[config.mk]
export PLATFORM = sky130hd
export DESIGN_NAME = act_stream_collector_flat
export DESIGN_NICKNAME = d
export VERILOG_FILES = /design/src/rtl/act_stream_if.sv /design/src/rtl/act_stream_collector.sv /design/src/flat_wrapper.sv
export SDC_FILE = /design/constraint.sdc
export NUM_CORES = 1
export LEC_CHECK = 0
export ABC_AREA = 0
export ABC_CLOCK_PERIOD_IN_PS = 11260
export CAP_MARGIN = 0
export CORE_UTILIZATION = 50
export DETAILED_ROUTE_END_ITERATION = 10
export GPL_ROUTABILITY_DRIVEN = 1
export HOLD_SLACK_MARGIN = 0.05
export MAX_ROUTING_LAYER = met4
export PLACE_DENSITY_LB_ADDON = 0.1
export SYNTH_ARGS = -nofsm -noshare
export SYNTH_HDL_FRONTEND = slang
export SYNTH_SLANG_ARGS = --single-unit
[constraint.sdc]
create_clock -name clk -period 11.26 [get_ports clk]
set_input_delay 1.126 -clock clk [delete_from_list [all_inputs] [get_ports clk]]
set_output_delay 1.126 -clock clk [all_outputs]
set_load 0.005 [all_outputs]
[src/rtl/act_stream_if.sv]
// Stream bundle between the activation units and the collector: valid-only
// input side, valid/ready output side with frame marker.
interface act_stream_if #(
    parameter int DATA_W = 16
);
    logic              in_vld;
    logic [DATA_W-1:0] in_data;
    logic              out_vld;
    logic              out_ready;
    logic [DATA_W-1:0] out_data;
    logic              out_last;

    modport slave  (input  in_vld, in_data, out_ready,
                    output out_vld, out_data, out_last);
    modport master (output in_vld, in_data, out_ready,
                    input  out_vld, out_data, out_last);
endinterface

[src/rtl/act_stream_collector.sv]
// Elastic FIFO behind the activation units: absorbs downstream stalls,
// flags dropped samples and marks frame boundaries on the output stream.
module act_stream_collector #(
    parameter int DATA_W    = 16,
    parameter int DEPTH     = 16,
    parameter int FRAME_LEN = 8
) (
    input  logic                     clk,
    input  logic                     rst,
    input  logic                     clr,
    act_stream_if.slave              s,
    output logic [$clog2(DEPTH):0]   level,
    output logic                     overflow,
    output logic [15:0]              frame_cnt
);
    localparam int AW = $clog2(DEPTH);
    localparam int LW = AW + 1;
    localparam int IW = (FRAME_LEN > 1) ? $clog2(FRAME_LEN) : 1;

    logic [DATA_W-1:0] mem [DEPTH];
    logic [AW-1:0]     wr_ptr, rd_ptr;
    logic [IW-1:0]     idx;
    logic              full, empty, wr_en, drop, xfer, at_last;

    assign full    = (level == LW'(DEPTH));
    assign empty   = (level == '0);
    assign wr_en   = s.in_vld && !full && !clr;
    assign drop    = s.in_vld && full && !clr;
    assign xfer    = !empty && s.out_ready && !clr;
    assign at_last = (idx == IW'(FRAME_LEN - 1));

    assign s.out_vld  = !empty;
    assign s.out_data = mem[rd_ptr];
    assign s.out_last = !empty && at_last;

    // Storage is reset so the head reads 0 out of reset; pointers wrap
    // naturally because DEPTH is a power of two.
    always_ff @(posedge clk or posedge rst) begin
        if (rst) begin
            for (int i = 0; i < DEPTH; i++) mem[i] <= '0;
        end else if (wr_en) begin
            mem[wr_ptr] <= s.in_data;
        end
    end

    always_ff @(posedge clk or posedge rst) begin
        if (rst) begin
            wr_ptr   <= '0;
            rd_ptr   <= '0;
            level    <= '0;
            idx      <= '0;
            overflow <= 1'b0;
        end else if (clr) begin
            wr_ptr   <= '0;
            rd_ptr   <= '0;
            level    <= '0;
            idx      <= '0;
            overflow <= 1'b0;
        end else begin
            if (wr_en) wr_ptr <= wr_ptr + 1'b1;
            if (xfer)  rd_ptr <= rd_ptr + 1'b1;
            if (wr_en && !xfer)      level <= level + 1'b1;
            else if (xfer && !wr_en) level <= level - 1'b1;
            if (drop) overflow <= 1'b1;
            if (xfer) idx <= at_last ? '0 : idx + 1'b1;
        end
    end

    // Frame count survives clr: it tracks delivered frames, not FIFO state.
    always_ff @(posedge clk or posedge rst) begin
        if (rst)                  frame_cnt <= '0;
        else if (xfer && at_last) frame_cnt <= frame_cnt + 16'd1;
    end
endmodule
[src/flat_wrapper.sv]
// flat-port wrapper written by rule: the top's interface ports become plain ports
module act_stream_collector_flat 
#(
    parameter int DATA_W    = 16,
    parameter int DEPTH     = 16,
    parameter int FRAME_LEN = 8
)
  (clk, rst, clr, level, overflow, frame_cnt, s_in_vld, s_in_data, s_out_ready, s_out_vld, s_out_data, s_out_last);
  act_stream_if #(.DATA_W(DATA_W)) s_i ();
  input  logic clk;
  input  logic rst;
  input  logic clr;
  output logic [$clog2(DEPTH):0] level;
  output logic overflow;
  output logic [15:0] frame_cnt;
  input wire logic [$bits(s_i.in_vld)-1:0] s_in_vld;
  input wire logic [$bits(s_i.in_data)-1:0] s_in_data;
  input wire logic [$bits(s_i.out_ready)-1:0] s_out_ready;
  output wire logic [$bits(s_i.out_vld)-1:0] s_out_vld;
  output wire logic [$bits(s_i.out_data)-1:0] s_out_data;
  output wire logic [$bits(s_i.out_last)-1:0] s_out_last;
  assign s_i.in_vld = s_in_vld;
  assign s_i.in_data = s_in_data;
  assign s_i.out_ready = s_out_ready;
  assign s_out_vld = s_i.out_vld;
  assign s_out_data = s_i.out_data;
  assign s_out_last = s_i.out_last;
  act_stream_collector #(.DATA_W(DATA_W), .DEPTH(DEPTH), .FRAME_LEN(FRAME_LEN)) u_core (.clk(clk), .rst(rst), .clr(clr), .s(s_i), .level(level), .overflow(overflow), .frame_cnt(frame_cnt));
endmodule
==> results.yml <==
die:
  core_area_um2: 26900
  die_height_um: 167
  rows: 60
  initial_core_util: 0.508
  ioPinCount: 61
  fp.dieW_um: 167
  dieArea_um2: 28000
final_layout:
  final_common_cell: "dfrtp_1"
  final_cell_mix: "287 x dfrtp_1, 248 x mux2_2, 69 x mux2i_1"
  num-nets-final: 1019
  fillCellCount: 2158
  stdcell_area_um2: 15500
  area_growth_pct: 13.7
  drive_gt1_frac: 0.369
route:
  wl_per_cell_um: 23.3
  dr.pass1.iters: 4
  drt_wl_total_mm: 31.5
  ant_nets: 0
  drtIter0Drc: 378
  drc_errors: 0
  routed_via_density: 5.92
  vias: 8007
cts:
  cts_hold_buffers: 0
  tritoncts: "yes"
  cts_inserted_buffers: 34
  cts_buffer_depth: 3
  clock_latency_ns: 0.51
  cts.sinks: 289
  clk_pin_slew_ns: 0.06
  postCtsSetupRepairBufs: 0
  cts_root_buffer: "clkbuf_16"
  cts_resized: 0
  ctsHtreeMaxLevel: 2
sta:
  grt_setup_unrepaired: "false"
  hold_viol_final: 0
  finalCriticalPeriod_ns: 5.04
  slew_headroom: 0.250
  finalSetupTns_ns: 0
  setup_violations: 0
  max_freq_ghz: 0.198
  worst_clock_skew_ns: 0.0120
  tightest_slew_ns: 1.12
  hold_slack_ns: 0.464
  final.period_utilization: 0.447
  drv_slew: 0
logic_synthesis:
  synth_top_area_cell: "dfrtp_1"
  synth_area_per_cell_um2: 14.3
  ys_warn_count: 0
  ys_top_cells_by_area: "dfrtp_1 53%, mux2_2 20%, mux4_2 5.3%"
  synth_seq_area_share: 0.529
  syn_area_um2: 13700
  synth.top_cell.area_share: 0.529
  yosys.cell_types.count: 52
  synth_seq_cells: 289
  postSynthCellCount: 955
  syn_nets: 989
grt:
  antenna_found_initial: 3
  gr-total-overflow: 0
  grt_usage: 0.244
  grt_pass1_vias: 8366
  grt_start_max_net_pins: 164
  grt_pass1_wl_mm: 50.4
critical_path:
  path_buf_inv: 2
  startpoint_type: "register"
  worst_setup_path_end_kind: "output pin"
  slowest_delay_ns: 1.02
  worstPathCellList: "buf_4 -> mux2i_1 -> a221oi_1 -> o21ai_0 -> nand2_1 -> clkdlybuf4s50_1"
  crit_family: "buffers and inverters"
  path_class: "reg2out"
  crit_fanout: 53
  crit_slowest_cell: "dfrtp_4"
  crit_required_ns: 10.13
  critPathArrivalTime_ns: 3.91
power:
  finalPower_mw: 3.08
  p_leak_nw: 7.23
  ir_worst_vdd_mv: 0.122
  powerDensity_nw_per_um2: 198
min_path:
  hold_path_class: "reg2reg"
flow_run:
  drv_cap: 0
placement:
  dpl_cell_area_um2: 14400
  hpwl_mm: 17.7
  numPortBuffers: 60
  place.gp.congestion: 0.730
status:
  status: "completed"
## cell usage after synthesis (all sizes together)
cell     number
a211oi        3
a31oi         2
nor2b         3
nand2        25
inv          10
clkbuf       39
a21bo         1
o21ai        18
o211a         1
dfrtp       289
o41ai         1
fa            1
xor2         11
mux2i        69
or3           2
o2111ai       3
nor3          3
a41oi         1
and2          4
mux4         32
nor4          2
and4b         1
and4          2
clkinv        1
mux2        260
nand4         3
buf          38
nor3b         1
o211ai        4
xnor2        11
or4           1
a221oi       32
nor2         22
ha           12
and3          8
a21oi         8
a22oi        16
nand3        13
o2111a        1
nand3b        1
## metal layers
layer	routed length, um	track usage
met5	0	-
met4	484	0.0562
met3	1330	0.0421
met2	15200	0.384
met1	14500	0.331
## logic make-up after synthesis
family | Yosys count | share of synthesized area
and+or+nand+nor | 91 | 0.0410
DFF | 289 | 0.529
buffers and inverters | 88 | 0.0332
adders and majority gates | 13 | 0.0125
AOI/OAI and AO/OA | 91 | 0.0497
xor gates and xnor gates | 22 | 0.0141
muxes | 361 | 0.320
## power by group
group	switching, mW	leakage, nW	internal [mW]
clock	0.423	0.566	0.678
sequential	0.138	3.91	1.17
combinational	0.266	2.76	0.402
total	0.826	7.23	2.25
## per-stage QoR
step	util	worst slack (ns)	instances
6_report	0.578	6.22	1353
3_3_place_gp	0.535	6.67	1290
2_1_floorplan	-	2.16	955
4_1_cts	0.578	6.13	1350
3_5_place_dp	0.535	6.67	1290
5_1_grt	0.578	5.89	1353
## state kept, by name, indices dropped and copies added, names as in the netlist
| signal | cells |
|---|---|
| u_core.overflow | 1 |
| u_core.idx | 3 |
| u_core.rd_ptr | 4 |
| u_core.level | 5 |
| u_core.mem | 256 |
| u_core.wr_ptr | 4 |
| u_core.frame_cnt | 16 |
## area by class of cell
type	count	area (um^2)	share of cell area
inverters	11	48.8	0.00314
diodes	3	7.51	0.000483
well taps	341	427	0.0275
multi-input cells	578	5980	0.385
flip-flops and latches	289	7240	0.466
repair buffers	71	696	0.0448
clock buffers	52	1070	0.0690
clock inverters	8	67.6	0.00435
## worst paths after layout
check                                            startpoint                                to  slack, ns  depth (start not counted)
max                            u_core.rd_ptr[0]$_DFFE_PP0P_                     s_out_data[0]       6.22                          6
min                        u_core.frame_cnt[15]$_DFFE_PP0P_  u_core.frame_cnt[15]$_DFFE_PP0P_       0.46                          1
max reg2reg                    u_core.rd_ptr[1]$_DFFE_PP0P_      u_core.rd_ptr[3]$_DFFE_PP0P_       8.32                          5
min reg2reg                u_core.frame_cnt[15]$_DFFE_PP0P_  u_core.frame_cnt[15]$_DFFE_PP0P_       0.46                          1
max in group asynchronous                               rst       u_core.mem[172]$_DFFE_PP0P_       8.65                          3
min in group asynchronous                               rst       u_core.mem[230]$_DFFE_PP0P_       1.16                          2
No activity file was read; power rests on OpenSTA's default activity.
